`src/rtl/reg_execute_alu_pkg.sv`:
```
// Shared definitions for the RV32 execute stage: ALU function codes,
// function-code width and the divider control states.
package reg_execute_alu_pkg;

  localparam int ALU_FN_W = 5;

  localparam logic [ALU_FN_W-1:0] ALU_ADD    = 5'd0;
  localparam logic [ALU_FN_W-1:0] ALU_SUB    = 5'd1;
  localparam logic [ALU_FN_W-1:0] ALU_AND    = 5'd2;
  localparam logic [ALU_FN_W-1:0] ALU_OR     = 5'd3;
  localparam logic [ALU_FN_W-1:0] ALU_XOR    = 5'd4;
  localparam logic [ALU_FN_W-1:0] ALU_SLL    = 5'd5;
  localparam logic [ALU_FN_W-1:0] ALU_SRL    = 5'd6;
  localparam logic [ALU_FN_W-1:0] ALU_SRA    = 5'd7;
  localparam logic [ALU_FN_W-1:0] ALU_SLT    = 5'd8;
  localparam logic [ALU_FN_W-1:0] ALU_SLTU   = 5'd9;
  localparam logic [ALU_FN_W-1:0] ALU_JALR   = 5'd10;
  localparam logic [ALU_FN_W-1:0] ALU_COPY1  = 5'd11;
  localparam logic [ALU_FN_W-1:0] ALU_COPY2  = 5'd12;
  localparam logic [ALU_FN_W-1:0] ALU_MUL    = 5'd16;
  localparam logic [ALU_FN_W-1:0] ALU_MULH   = 5'd17;
  localparam logic [ALU_FN_W-1:0] ALU_MULHSU = 5'd18;
  localparam logic [ALU_FN_W-1:0] ALU_MULHU  = 5'd19;
  localparam logic [ALU_FN_W-1:0] ALU_DIV    = 5'd20;
  localparam logic [ALU_FN_W-1:0] ALU_DIVU   = 5'd21;
  localparam logic [ALU_FN_W-1:0] ALU_REM    = 5'd22;
  localparam logic [ALU_FN_W-1:0] ALU_REMU   = 5'd23;

  typedef enum logic [1:0] {
    EXE_IDLE = 2'd0,
    EXE_DIV  = 2'd1,
    EXE_DONE = 2'd2
  } exe_state_e;

  function automatic logic is_div_fn(input logic [ALU_FN_W-1:0] fn);
    return (fn == ALU_DIV) || (fn == ALU_DIVU) || (fn == ALU_REM) || (fn == ALU_REMU);
  endfunction

  function automatic logic is_signed_div_fn(input logic [ALU_FN_W-1:0] fn);
    return (fn == ALU_DIV) || (fn == ALU_REM);
  endfunction

endpackage

```
`src/rtl/reg_execute_div.sv`:
```
// Iterative restoring divider: one quotient bit per clock after start,
// magnitudes divided and signs applied on the final step.
module reg_execute_div #(
  parameter int XLEN = 32
) (
  input  logic            clk,
  input  logic            reset,
  input  logic            start,
  input  logic            is_signed,
  input  logic            want_rem,
  input  logic [XLEN-1:0] dividend,
  input  logic [XLEN-1:0] divisor,
  output logic            last,
  output logic [XLEN-1:0] result
);

  localparam int CW = $clog2(XLEN);

  logic            active;
  logic [CW-1:0]   count;
  logic [XLEN-1:0] rem_q;
  logic [XLEN-1:0] quo_q;
  logic [XLEN-1:0] dsr_q;
  logic            neg_quo;
  logic            neg_rem;
  logic            want_rem_q;

  logic            a_neg;
  logic            b_neg;
  logic [XLEN-1:0] a_mag;
  logic [XLEN-1:0] b_mag;
  logic [XLEN:0]   shifted;
  logic [XLEN:0]   diff;
  logic            fits;
  logic [XLEN-1:0] rem_n;
  logic [XLEN-1:0] quo_n;

  always_comb begin
    a_neg   = is_signed && dividend[XLEN-1];
    b_neg   = is_signed && divisor[XLEN-1];
    a_mag   = a_neg ? ('0 - dividend) : dividend;
    b_mag   = b_neg ? ('0 - divisor) : divisor;
    // quo_q doubles as the dividend shift register, so its MSB feeds the partial remainder
    shifted = {rem_q, quo_q[XLEN-1]};
    diff    = shifted - {1'b0, dsr_q};
    fits    = !diff[XLEN];
    rem_n   = fits ? diff[XLEN-1:0] : shifted[XLEN-1:0];
    quo_n   = {quo_q[XLEN-2:0], fits};
    last    = active && (count == '0);
    if (want_rem_q) result = neg_rem ? ('0 - rem_n) : rem_n;
    else            result = neg_quo ? ('0 - quo_n) : quo_n;
  end

  always_ff @(posedge clk or negedge reset) begin
    if (!reset) begin
      active     <= 1'b0;
      count      <= '0;
      rem_q      <= '0;
      quo_q      <= '0;
      dsr_q      <= '0;
      neg_quo    <= 1'b0;
      neg_rem    <= 1'b0;
      want_rem_q <= 1'b0;
    end else if (start) begin
      active     <= 1'b1;
      count      <= CW'(XLEN - 1);
      rem_q      <= '0;
      quo_q      <= a_mag;
      dsr_q      <= b_mag;
      neg_quo    <= a_neg ^ b_neg;
      neg_rem    <= a_neg;
      want_rem_q <= want_rem;
    end else if (active) begin
      rem_q <= rem_n;
      quo_q <= quo_n;
      count <= count - CW'(1);
      if (count == '0) active <= 1'b0;
    end
  end

endmodule

```
`src/rtl/reg_execute_alu.sv`:
```
// RV32 execute stage: single-cycle ALU with a registered valid/ready output.
// Define RV32M_EN to add multiply and the iterative divider (reg_execute_div).
module reg_execute_alu
  import reg_execute_alu_pkg::*;
#(
  parameter int XLEN = 32
) (
  input  logic                clk,
  input  logic                reset,
  input  logic                in_valid,
  output logic                in_ready,
  input  logic [ALU_FN_W-1:0] alu_fn,
  input  logic [XLEN-1:0]     rs1_data,
  input  logic [XLEN-1:0]     rs2_data,
  input  logic                wb_en,
  input  logic [4:0]          wb_addr,
  output logic                out_valid,
  input  logic                out_ready,
  output logic [XLEN-1:0]     alu_out,
  output logic                out_wb_en,
  output logic [4:0]          out_wb_addr,
  output logic                busy
);

  logic            slot_free;
  logic            accept;
  logic [XLEN-1:0] alu_res;
  logic [XLEN-1:0] sum;
  logic [4:0]      shamt;

  assign slot_free = !out_valid || out_ready;
  assign accept    = in_valid && in_ready;
  assign sum       = rs1_data + rs2_data;
  assign shamt     = rs2_data[4:0];

`ifdef RV32M_EN
  localparam logic [XLEN-1:0] INT_MIN = {1'b1, {(XLEN-1){1'b0}}};

  exe_state_e      state;
  logic [XLEN-1:0] hold_res;
  logic            div_wb_en;
  logic [4:0]      div_wb_addr;
  logic            div_by_zero;
  logic            div_ovf;
  logic            div_start;
  logic            div_last;
  logic [XLEN-1:0] div_result;
  logic            mul_a_signed;
  logic            mul_b_signed;
  logic [2*XLEN-1:0] mul_a;
  logic [2*XLEN-1:0] mul_b;
  logic [2*XLEN-1:0] prod;

  assign in_ready = slot_free && (state == EXE_IDLE);
  assign busy     = (state != EXE_IDLE);

  assign div_by_zero = (rs2_data == '0);
  assign div_ovf     = is_signed_div_fn(alu_fn) && (rs1_data == INT_MIN) && (rs2_data == '1);
  // Special-case divisions finish through the single-cycle path, never the FSM
  assign div_start   = accept && is_div_fn(alu_fn) && !div_by_zero && !div_ovf;

  assign mul_a_signed = (alu_fn == ALU_MULH) || (alu_fn == ALU_MULHSU);
  assign mul_b_signed = (alu_fn == ALU_MULH);
  assign mul_a = {{XLEN{mul_a_signed & rs1_data[XLEN-1]}}, rs1_data};
  assign mul_b = {{XLEN{mul_b_signed & rs2_data[XLEN-1]}}, rs2_data};
  assign prod  = mul_a * mul_b;

  reg_execute_div #(
    .XLEN(XLEN)
  ) u_div (
    .clk      (clk),
    .reset    (reset),
    .start    (div_start),
    .is_signed(is_signed_div_fn(alu_fn)),
    .want_rem ((alu_fn == ALU_REM) || (alu_fn == ALU_REMU)),
    .dividend (rs1_data),
    .divisor  (rs2_data),
    .last     (div_last),
    .result   (div_result)
  );
`else
  assign in_ready = slot_free;
  assign busy     = 1'b0;
`endif

  always_comb begin
    alu_res = '0;
    case (alu_fn)
      ALU_ADD:   alu_res = sum;
      ALU_SUB:   alu_res = rs1_data - rs2_data;
      ALU_AND:   alu_res = rs1_data & rs2_data;
      ALU_OR:    alu_res = rs1_data | rs2_data;
      ALU_XOR:   alu_res = rs1_data ^ rs2_data;
      ALU_SLL:   alu_res = rs1_data << shamt;
      ALU_SRL:   alu_res = rs1_data >> shamt;
      ALU_SRA:   alu_res = $unsigned($signed(rs1_data) >>> shamt);
      ALU_SLT:   alu_res = {{(XLEN-1){1'b0}}, $signed(rs1_data) < $signed(rs2_data)};
      ALU_SLTU:  alu_res = {{(XLEN-1){1'b0}}, rs1_data < rs2_data};
      ALU_JALR:  alu_res = {sum[XLEN-1:1], 1'b0};
      ALU_COPY1: alu_res = rs1_data;
      ALU_COPY2: alu_res = rs2_data;
`ifdef RV32M_EN
      ALU_MUL:    alu_res = prod[XLEN-1:0];
      ALU_MULH,
      ALU_MULHSU,
      ALU_MULHU:  alu_res = prod[2*XLEN-1:XLEN];
      ALU_DIV,
      ALU_DIVU:   alu_res = div_by_zero ? '1 : (div_ovf ? INT_MIN : '0);
      ALU_REM,
      ALU_REMU:   alu_res = div_by_zero ? rs1_data : '0;
`endif
      default:   alu_res = '0;
    endcase
  end

  always_ff @(posedge clk or negedge reset) begin
    if (!reset) begin
      out_valid   <= 1'b0;
      alu_out     <= '0;
      out_wb_en   <= 1'b0;
      out_wb_addr <= '0;
`ifdef RV32M_EN
      state       <= EXE_IDLE;
      hold_res    <= '0;
      div_wb_en   <= 1'b0;
      div_wb_addr <= '0;
`endif
    end else begin
      if (out_valid && out_ready) out_valid <= 1'b0;
`ifdef RV32M_EN
      case (state)
        EXE_IDLE: begin
          if (accept) begin
            if (div_start) begin
              div_wb_en   <= wb_en;
              div_wb_addr <= wb_addr;
              state       <= EXE_DIV;
            end else begin
              out_valid   <= 1'b1;
              alu_out     <= alu_res;
              out_wb_en   <= wb_en;
              out_wb_addr <= wb_addr;
            end
          end
        end
        EXE_DIV: begin
          if (div_last) begin
            if (slot_free) begin
              out_valid   <= 1'b1;
              alu_out     <= div_result;
              out_wb_en   <= div_wb_en;
              out_wb_addr <= div_wb_addr;
              state       <= EXE_IDLE;
            end else begin
              hold_res <= div_result;
              state    <= EXE_DONE;
            end
          end
        end
        EXE_DONE: begin
          if (slot_free) begin
            out_valid   <= 1'b1;
            alu_out     <= hold_res;
            out_wb_en   <= div_wb_en;
            out_wb_addr <= div_wb_addr;
            state       <= EXE_IDLE;
          end
        end
        default: state <= EXE_IDLE;
      endcase
`else
      if (accept) begin
        out_valid   <= 1'b1;
        alu_out     <= alu_res;
        out_wb_en   <= wb_en;
        out_wb_addr <= wb_addr;
      end
`endif
    end
  end

endmodule
```
`config.mk`:
```
export PLATFORM = sky130hd
export DESIGN_NAME = reg_execute_alu
export DESIGN_NICKNAME = d
export VERILOG_FILES = /design/src/rtl/reg_execute_alu_pkg.sv /design/src/rtl/reg_execute_div.sv /design/src/rtl/reg_execute_alu.sv
export SDC_FILE = /design/constraint.sdc
export NUM_CORES = 1
export LEC_CHECK = 0
export BUFFER_PORTS_ARGS = -buffer_cell sky130_fd_sc_hd__buf_2
export CAP_MARGIN = 20
export CORE_MARGIN = 2
export CORE_UTILIZATION = 56
export DETAILED_ROUTE_END_ITERATION = 8
export GPL_ROUTABILITY_DRIVEN = 0
export HOLD_SLACK_MARGIN = 0.05
export PLACE_DENSITY_LB_ADDON = 0.2
export SETUP_SLACK_MARGIN = 0.4
export SYNTH_ARGS = -nofsm -noshare
export SYNTH_HDL_FRONTEND = slang
export SYNTH_HIERARCHICAL = 1
export SYNTH_SLANG_ARGS = --single-unit
```
`constraint.sdc`:
```
create_clock -name clk -period 1.7 [get_ports clk]
set_input_delay 0.34 -clock clk [delete_from_list [all_inputs] [get_ports clk]]
set_output_delay 0.34 -clock clk [all_outputs]
set_load 0.1 [all_outputs]
```
==> out/results.ini, run 1 <==
[cts]
cts_root_buf=clkbuf_16
clock-sinks=39
cts.path.max_buffers=2
htreeDepth=2
numCtsBuffers=5

[synth]
async_flop_share=1.000
avgSynthCellArea_um2=7.294
synth_edf_count=0
ys_types=84
syn_area_um2=10270
ys_warn_count=6
syn_inst=1408
yosysSeqAreaShare=0.09503
synth.net_count=1586
synthTopCellsByArea=ha_1 (12%), mux4_2 (10%), dfrtp_1 (9.5%)
synth_area_leader_cell=ha_1
ys.flop_type=dfrtp_1
synth_seq_cells=39
yosys.area.top_type_share=0.1182

[floorplan]
num_rows=49
die_y_um=139.4
initial_core_util=0.5717
dieWidth_um=139.4
boundaryPins=120

[place]
dpl.cell_count=2079
hpwl_um=37410
post_dp_cell_area_um2=14350
io_buffer_count=118

[run_status]
status=aborted with a tool error
stop_error=[ERROR GRT-0116] Global routing finished with congestion. Check the congestion regions in the DRC Viewer.
failed_stage=global routing (5_1_grt)

[global_routing]
grt_pass1_vias=19145
grt_max_degree=66
globalRouteTotalUtil=0.7778
grt_pass1_wl_um=117700
grt_overflow=139

## Yosys cell counts, drive strengths merged, types with 9 or more instances
| master | n |
|---|---|
| inv | 90 |
| o22ai | 19 |
| o211ai | 28 |
| a21o | 15 |
| dfrtp | 39 |
| a211oi | 21 |
| a221oi | 29 |
| a21oi | 124 |
| or3 | 10 |
| o21bai | 19 |
| nor2 | 136 |
| a22oi | 24 |
| ha | 97 |
| mux2 | 21 |
| o31ai | 11 |
| nor4 | 10 |
| mux4 | 47 |
| o21ai | 118 |
| nor3 | 40 |
| nand3 | 21 |
| o221ai | 9 |
| a22o | 16 |
| clkbuf | 90 |
| a221o | 16 |
| nand2 | 136 |
| buf | 38 |
| a31oi | 12 |
| nand2b | 11 |
| mux2i | 39 |
## routing by layer
metal	track usage	overflow
met3	0.6287	3
met1	0.7902	2
met4	0.7618	64
met5	0.2180	0
met2	0.9401	70
## cell families after synthesis
kind of cell,count (synthesis),share of synthesized area
xor gates and xnor gates,8,0.006823
and+or+nand+nor,407,0.1785
buffers and inverters,219,0.08577
DFF,39,0.09503
AOI/OAI and AO/OA,528,0.3473
muxes,107,0.1641
adders and majority gates,99,0.1221
other,1,0.0003651
## metrics by stage
step                setup slack, ps    util
floorplan                     -1484       -
global placement              -1552  0.7986
detailed placement            -1655  0.7986
CTS                           -1155  0.9060
## repair_timing
item,CTS
gates cloned,8
gates resized for setup,278
hold buffers,1
setup buffers,47
pin swaps,82
endpoints found under the setup margin,76
endpoints found under the hold margin,39
==> run 2, diff against run 1 <==
--- a/config.mk
+++ b/config.mk
@@ -8,12 +8,10 @@
 export BUFFER_PORTS_ARGS = -buffer_cell sky130_fd_sc_hd__buf_2
 export CAP_MARGIN = 20
 export CORE_MARGIN = 2
-export CORE_UTILIZATION = 56
+export CORE_UTILIZATION = 40
 export DETAILED_ROUTE_END_ITERATION = 8
 export GPL_ROUTABILITY_DRIVEN = 0
-export HOLD_SLACK_MARGIN = 0.05
-export PLACE_DENSITY_LB_ADDON = 0.2
-export SETUP_SLACK_MARGIN = 0.4
+export PLACE_DENSITY_LB_ADDON = 0.15
 export SYNTH_ARGS = -nofsm -noshare
 export SYNTH_HDL_FRONTEND = slang
 export SYNTH_HIERARCHICAL = 1
==> constraint.sdc (replaced) <==
create_clock -name clk -period 2.2 [get_ports clk]
set_input_delay 0.44 -clock clk [delete_from_list [all_inputs] [get_ports clk]]
set_output_delay 0.44 -clock clk [all_outputs]
set_load 0.1 [all_outputs]
==> out/results.ini, run 2 <==
[synth]
synth_seq_cells=39
yosysSeqAreaShare=0.09503
synthTopCellsByArea=ha_1 (12%), mux4_2 (10%), dfrtp_1 (9.5%)
async_flop_share=1.000
avgSynthCellArea_um2=7.294
synth_common_cells=nand2_1 (136), nor2_1 (136), a21oi_1 (123)
yosys.area.top_type_share=0.1182
synth.net_count=1586
syn_area_um2=10270
synth_edf_count=0
ys_types=84
ys_warn_count=6
ys.flop_type=dfrtp_1
synth_area_leader_cell=ha_1
syn_inst=1408

[floorplan]
die_y_um=164.2
dieWidth_um=164.2
initial_core_util=0.4078
boundaryPins=120
die_area_um2=26970
num_rows=58
coreArea_um2=25180

[cells_and_area]
area_growth_pct=65.47
final_area_um2=16990
final_nets=2121
reg_top3=alu_out x32, out_wb_addr x5
diodes=0
final_cell_mix=buf_4 (481), nand2_1 (127), nor2_1 (119)
drive_gt1_frac=0.5021
regMostFlops=alu_out
largest_reg_flops=32
fillers=2049
final_common_cell=buf_4

[detailed_routing]
wire_per_inst_um=23.86
dr.pass1.iters=6
drc_errors=0
finalWirelength_um=54260
num_vias=14576
drt_iter0_drc=1521
post_drt_via_cell_ratio=6.410
ant_nets=0

[setup_path]
cp_slowest_cell=fa_2
crit_type=input pin to register
critPathTopFamily=compound AO/OA/AOI/OAI gates
worst_path_most_repeated_cell=buf_6
path_max_fanout=4
crit_path_end_kind=register
cp_num_buf_inv=3
worstSetupStartpointType=input pin
cpPeakStageDelay_ps=370
arrival_ps=3180
crit_path_cell_trace=buf_6, buf_6, ha_4, fa_2, a21oi_4, o2111ai_2, a31o_2, a211oi_4, o21bai_2, a311oi_2, buf_4, a41o_1, a21oi_1, a2bb2oi_1, nor2_1
cp.required_ps=2430

[sta]
tightest_slew_ps=745.1
finalHoldViolCount=0
setup_viol=32
max_freq_ghz=0.3394
post-route-period-util=1.339
fin_ws_ps=-746.4
max-slew-margin-rel=0.5033
drv_slew=0
fin_skew_ps=6.703
fin_crit_ps=2946
rsz0062_at_grt=true

[place]
io_buffer_count=118
post_dp_cell_area_um2=14600
hpwl_um=39640

[cts]
clock-sinks=39
numCtsBuffers=5
clkTransAtPathRegs_ps=70
cts_tree=done
clk_latency_ps=300
cts_root_buf=clkbuf_16
htreeDepth=2
cts.path.max_buffers=2

[global_routing]
grt_pass1_wl_um=79430
antenna_found_initial=0
grt_max_degree=66
grt_pass1_vias=14014
grt_overflow=0
globalRouteTotalUtil=0.3828

[job]
drv_cap=0

[power_and_ir_drop]
power_density_nw_per_um2=373.3
p_leak_nw=7.722
ir_worst_vdd_v=0.0003524
power_mw=6.344

[run_status]
violations=negative setup slack
status=complete, but fails checks

[worst_hold_path]
min_path_type=input pin to register

-- run 2: layout make-up --
| class | count | area, um2 | area share |
|---|---|---|---|
| sequential | 39 | 979.7 | 0.05765 |
| clock inverter | 3 | 43.79 | 0.002577 |
| tap | 330 | 412.9 | 0.02430 |
| inverter | 91 | 369.1 | 0.02172 |
| clock buffer | 5 | 125.1 | 0.007363 |
| multi-input combinational | 1150 | 9827 | 0.5783 |
| timing repair buffer | 656 | 5236 | 0.3081 |
-- run 2: path summary, 6_finish.rpt --
kind	from	endpoint	slack [ps]	cells past startpoint
max	rs1_data[0]	alu_out[28]	-750	15
min	in_valid	out_valid	350	2
max reg2reg	out_valid	alu_out[30]	30	9
min reg2reg	alu_out[17]	alu_out[17]	480	2
max in group asynchronous	reset	out_wb_addr[2]	1180	3
min in group asynchronous	reset	out_valid	460	2
-- run 2: cells by family (layout without fill, tap and decap cells) --
logic type               count (synthesis)  in the layout  synth area share
buffers and inverters                  219            755           0.08577
AO/OA/AOI/OAI                          528            528            0.3473
multiplexers                           107            107            0.1641
other                                    1              1         0.0003651
adder cells (fa/ha/maj)                 99             99            0.1221
flip-flops                              39             39           0.09503
XOR/XNOR                                 8              8          0.006823
AND/OR/NAND/NOR                        407            407            0.1785
-- run 2: what timing repair did --
action / 4_1_cts / 5_1_grt
gates cloned: 8 / 0
resized for setup: 232 / 145
hold buffers: 1 / 0
hold endpoints to repair: 2 / 0
pin swaps: 104 / 80
buffers inserted: 35 / 22
endpoints found under the setup margin: 32 / 32
-- run 2: report_power, final --
group          leakage [nW]  internal, mW  switching, mW  total [mW]
sequential            0.514         0.790         0.0440       0.834
combinational          7.12          1.95           2.65        4.61
clock                0.0838         0.537          0.367       0.904
-- run 2: per-stage QoR --
| step | setup TNS, ps | cells | utilization | setup slack, ps | hold slack (ps) |
|---|---|---|---|---|---|
| 4_1_cts | -13100 | 2256 | 0.6448 | -756.9 | 358.7 |
| 2_1_floorplan | -21290 | 1408 | - | -1084 | 144.4 |
| 6_report | -14000 | 2274 | 0.6748 | -746.4 | 354.0 |
| 3_5_place_dp | -32540 | 2206 | 0.5798 | -1266 | 242.7 |
| 3_3_place_gp | -31460 | 2206 | 0.5798 | -1180 | 244.4 |
| 5_1_grt | -16780 | 2274 | 0.6748 | -837.2 | 369.8 |
-- run 2: per-layer routing --
metal / vias to the layer above / part of all wire / GRT usage
li1: 6363 / - / -
met1: 6868 / 0.37 / 0.4720
met2: 1028 / 0.44 / 0.6101
met3: 317 / 0.097 / 0.06717
met4: 0 / 0.092 / 0.2564
met5: - / 0 / 0
No activity file was read; power rests on OpenSTA's default activity.
==> run 3, diff against run 2 <==
--- a/config.mk
+++ b/config.mk
@@ -9,6 +9,7 @@
 export CAP_MARGIN = 20
 export CORE_MARGIN = 2
 export CORE_UTILIZATION = 40
+export CTS_BUF_LIST = sky130_fd_sc_hd__clkbuf_8
 export DETAILED_ROUTE_END_ITERATION = 8
 export GPL_ROUTABILITY_DRIVEN = 0
 export PLACE_DENSITY_LB_ADDON = 0.15
==> out/results.ini, run 3 (synthesis gave the netlist of run 2 again) <==
[setup_path]
crit_path_cell_trace=buf_2, inv_1, ha_1, or3_4, o311a_1, and4_4, o41a_1, nor2_2, o21a_2, a211oi_1, o32ai_1, a21oi_1
arrival_ps=3110
cp.required_ps=2400
crit_path_end_kind=register
worstSetupStartpointType=input pin
r2r_cells=9
crit_type=input pin to register
cpPeakStageDelay_ps=410
path_max_fanout=4
cp_slowest_cell=o41a_1

[worst_hold_path]
min_path_cells=2
min_path_type=input pin to register

[sta]
fin_crit_ps=2906
rsz0062_at_grt=true
drv_slew=0
post-route-period-util=1.321
setup_viol=32
fin_ws_ps=-706.4
finalHoldViolCount=0
max_freq_ghz=0.3441
tightest_slew_ps=788.7
max-slew-margin-rel=0.4742
fin_skew_ps=9.270

[cells_and_area]
fin_util=0.6755
regMostFlops=alu_out
drive_gt1_frac=0.5015
final_common_cell=buf_4
largest_reg_flops=32
area_growth_pct=65.64
final_area_um2=17010
fillers=2052
reg_top3=alu_out x32, out_wb_addr x5
final_nets=2123
diodes=0
final_cell_mix=buf_4 (477), nand2_1 (129), nor2_1 (118)

[floorplan]
initial_core_util=0.4078
num_rows=58
coreArea_um2=25180
dieWidth_um=164.2
die_y_um=164.2
boundaryPins=120
die_area_um2=26970

[cts]
clkTransAtPathRegs_ps=100
htreeDepth=2
numCtsBuffers=5
cts_tree=done
cts_root_buf=clkbuf_8
clock-sinks=39
clk_latency_ps=330
cts.path.max_buffers=2

[detailed_routing]
drc_errors=0
post_drt_via_cell_ratio=6.409
dr.pass1.iters=5
num_vias=14588
drt_iter0_drc=1720
ant_nets=0
finalWirelength_um=53570
wire_per_inst_um=23.54

[global_routing]
antenna_found_initial=0
grt_pass1_wl_um=77370
grt_overflow=0
globalRouteTotalUtil=0.3726
grt_max_degree=66
grt_pass1_vias=13606

[power_and_ir_drop]
p_switching_mw=3.043
power_density_nw_per_um2=360.2
ir_worst_vdd_v=0.0003196
power_mw=6.128
power_switching_share=0.4965
comb_power_share=0.752
p_leak_nw=7.709
p_int_mw=3.085
clkPwrFrac=0.112
power_frac_seq=0.136

[place]
pre_cts_ws_ps=-1266
hpwl_um=39640
io_buffer_count=118
post_dp_cell_area_um2=14600

[job]
drv_cap=0

[run_status]
violations=negative setup slack
status=complete, but fails checks

run 3: repair_timing:
item,in CTS,in global routing
hold buffers,1,0
gates cloned,4,2
buffers inserted,27,38
endpoints found under the setup margin,32,32
hold endpoints to repair,2,0
pin swaps,69,109
gates resized for setup,160,239
run 3: layer usage:
metal / track usage / part of all wire
met2: 0.5903 / 0.44
met1: 0.4687 / 0.37
met3: 0.05859 / 0.10
met4: 0.2440 / 0.085
met5: 0 / 0
run 3: metrics by stage:
step	setup TNS [ps]	std cells	hold slack, ps
5_1_grt	-16290	2276	344.6
2_1_floorplan	-21290	1408	144.4
3_5_place_dp	-32540	2206	242.7
3_3_place_gp	-31460	2206	244.4
4_1_cts	-14190	2244	332.5
6_report	-13990	2276	332.5
run 3: power by group through the flow:
stage          logic [mW]  clock network, mW  registers (mW)
4_1_cts              4.04              0.684           0.832
3_5_place_dp         3.77                  0           0.847
3_3_place_gp         3.73                  0           0.844
5_1_grt              4.82              0.706           0.841
2_1_floorplan        1.67                  0            1.38
6_report             4.61              0.684           0.833
run 3: final cells by class:
class | instances | area (um2) | share of cell area
repair buffers | 658 | 5241 | 0.3081
clock inverters | 3 | 43.79 | 0.002574
flip-flops and latches | 39 | 979.7 | 0.05759
well taps | 330 | 412.9 | 0.02427
clock buffers | 5 | 68.82 | 0.004045
multi-input cells | 1150 | 9877 | 0.5806
inverters | 91 | 387.9 | 0.02280
run 3: worst paths after layout:
check | start | to | slack, ps
max | rs1_data[11] | alu_out[30] | -710
min | in_valid | out_valid | 330
max reg2reg | out_valid | alu_out[30] | -10
min reg2reg | alu_out[16] | alu_out[16] | 490
max in group asynchronous | reset | out_wb_addr[1] | 1200
min in group asynchronous | reset | out_valid | 430
run 3: critical path, delay by kind of cell:
kind,cells,cell delay (ps)
simple gates,3,760
buf+inv,2,180
fa+ha+maj,1,330
compound gates,6,1390
==> run 4, diff against run 3 <==
--- a/config.mk
+++ b/config.mk
@@ -13,6 +13,7 @@
 export DETAILED_ROUTE_END_ITERATION = 8
 export GPL_ROUTABILITY_DRIVEN = 0
 export PLACE_DENSITY_LB_ADDON = 0.15
+export SKIP_CTS_REPAIR_TIMING = 1
 export SYNTH_ARGS = -nofsm -noshare
 export SYNTH_HDL_FRONTEND = slang
 export SYNTH_HIERARCHICAL = 1
==> out/results.ini, run 4 (synthesis gave the netlist of run 2 again) <==
[sta]
setup_viol=32
fin_ws_ps=-774.0
post-route-period-util=1.352
drv_slew=0
rsz0062_at_grt=true
tns_ps=-14840
finalHoldViolCount=0
tightest_slew_ps=785.3
fin_crit_ps=2974
fin_skew_ps=15.02
max-slew-margin-rel=0.4765
max_freq_ghz=0.3363

[setup_path]
path_max_fanout=4
crit_type=input pin to register
arrival_ps=3180
worst-r2r-setup-slack_ps=10
r2r_cells=9
cp.required_ps=2410
worstSetupStartpointType=input pin
crit_path_end_kind=register

[cells_and_area]
reg_top3=alu_out x32, out_wb_addr x5
area_growth_pct=61.67
regMostFlops=alu_out
largest_reg_flops=32
final_cell_mix=buf_4 (482), nand2_1 (126), nor2_1 (123)
final_common_cell=buf_4
final_nets=2110
drive_gt1_frac=0.4909
final_cells=2264

[cts]
htreeDepth=2
clk_latency_ps=340
cts.path.max_buffers=2
numCtsBuffers=5
clkTransAtPathRegs_ps=90
cts_tree=done
cts_root_buf=clkbuf_8
clock-sinks=39

[detailed_routing]
ant_nets=0
drc_errors=0
num_vias=14337
wire_per_inst_um=23.26
post_drt_via_cell_ratio=6.333
finalWirelength_um=52650
dr.pass1.iters=6
drt_iter0_drc=1639

[floorplan]
dieWidth_um=164.2
initial_core_util=0.4078
boundaryPins=120
coreArea_um2=25180
die_area_um2=26970
die_y_um=164.2
num_rows=58

[global_routing]
globalRouteTotalUtil=0.3582
antenna_found_initial=2
grt_pass1_vias=13124
grt_overflow=0
grt_pass1_wl_um=74350
grt_max_degree=66

[run_status]
status=complete, but fails checks
violations=negative setup slack

[place]
dpl.cell_count=2206
io_buffer_count=118
hpwl_um=39640

[power_and_ir_drop]
p_leak_nw=7.551
power_density_nw_per_um2=361.7
power_mw=6.005
ir_worst_vdd_v=0.0003157

[job]
drv_cap=0

[worst_hold_path]
min_path_cells=2
min_path_type=input pin to register

[run 4: cell types whose count changed in the layout (fill, tap and decap cells not counted), sizes merged]
cell | before | now
buf | 650 | 639
diode | 0 | 1
bufbuf | 1 | 0
clkbuf | 11 | 10
[run 4: final cells by class]
class,instances,area (um2)
Multi-Input combinational cell,1150,9711
Clock inverter,3,43.79
Inverter,91,380.4
Sequential cell,39,979.7
Timing Repair Buffer,645,5005
Clock buffer,5,68.82
Antenna cell,1,2.502
Tap cell,330,412.9
Fill cell,2105,8578
[run 4: metrics by stage]
step                      area (um2)  setup WS, ps  hold WS (ps)    util
after CTS                      14710        -947.4        -97.99  0.5843
after floorplan                10600         -1084         144.4       -
after detailed placement       14600         -1266         242.7  0.5798
final                          16600        -774.0         330.2  0.6593
after global routing           16600        -880.0         338.1  0.6592
after global placement         14600         -1180         244.4  0.5798
[run 4: final timing paths]
path,startpoint,endpoint
max in group asynchronous,reset,alu_out[12]
setup / recovery,rs1_data[11],alu_out[30]
setup reg to reg,out_valid,alu_out[30]
min in group asynchronous,reset,out_valid
hold reg to reg,alu_out[16],alu_out[16]
hold / removal,in_valid,out_valid
[run 4: critical path, cell delays in order]
cell and delay (ps):
buf_2 100, inv_1 90, ha_1 330, or3_1 400
o311a_1 380, and4_4 220, o41a_1 470, nor2_2 160
o21a_2 190, a211oi_1 80, o32ai_1 230, a21oi_1 100
[run 4: power breakdown]
part           internal, mW  total (mW)  switching (mW)
Sequential            0.790       0.833          0.0431
Combinational          1.89        4.48            2.60
Clock                 0.339       0.690           0.351
[run 4: per-layer routing]
| layer | share of wire | up-vias | track usage | routed length (um) |
|---|---|---|---|---|
| met1 | 0.38 | 6692 | 0.4577 | 19880 |
| met4 | 0.080 | 2 | 0.2153 | 4222 |
| li1 | - | 6341 | - | - |
| met5 | 0.00030 | - | 0 | 16 |
| met2 | 0.45 | 1011 | 0.5715 | 23440 |
| met3 | 0.097 | 291 | 0.05177 | 5093 |
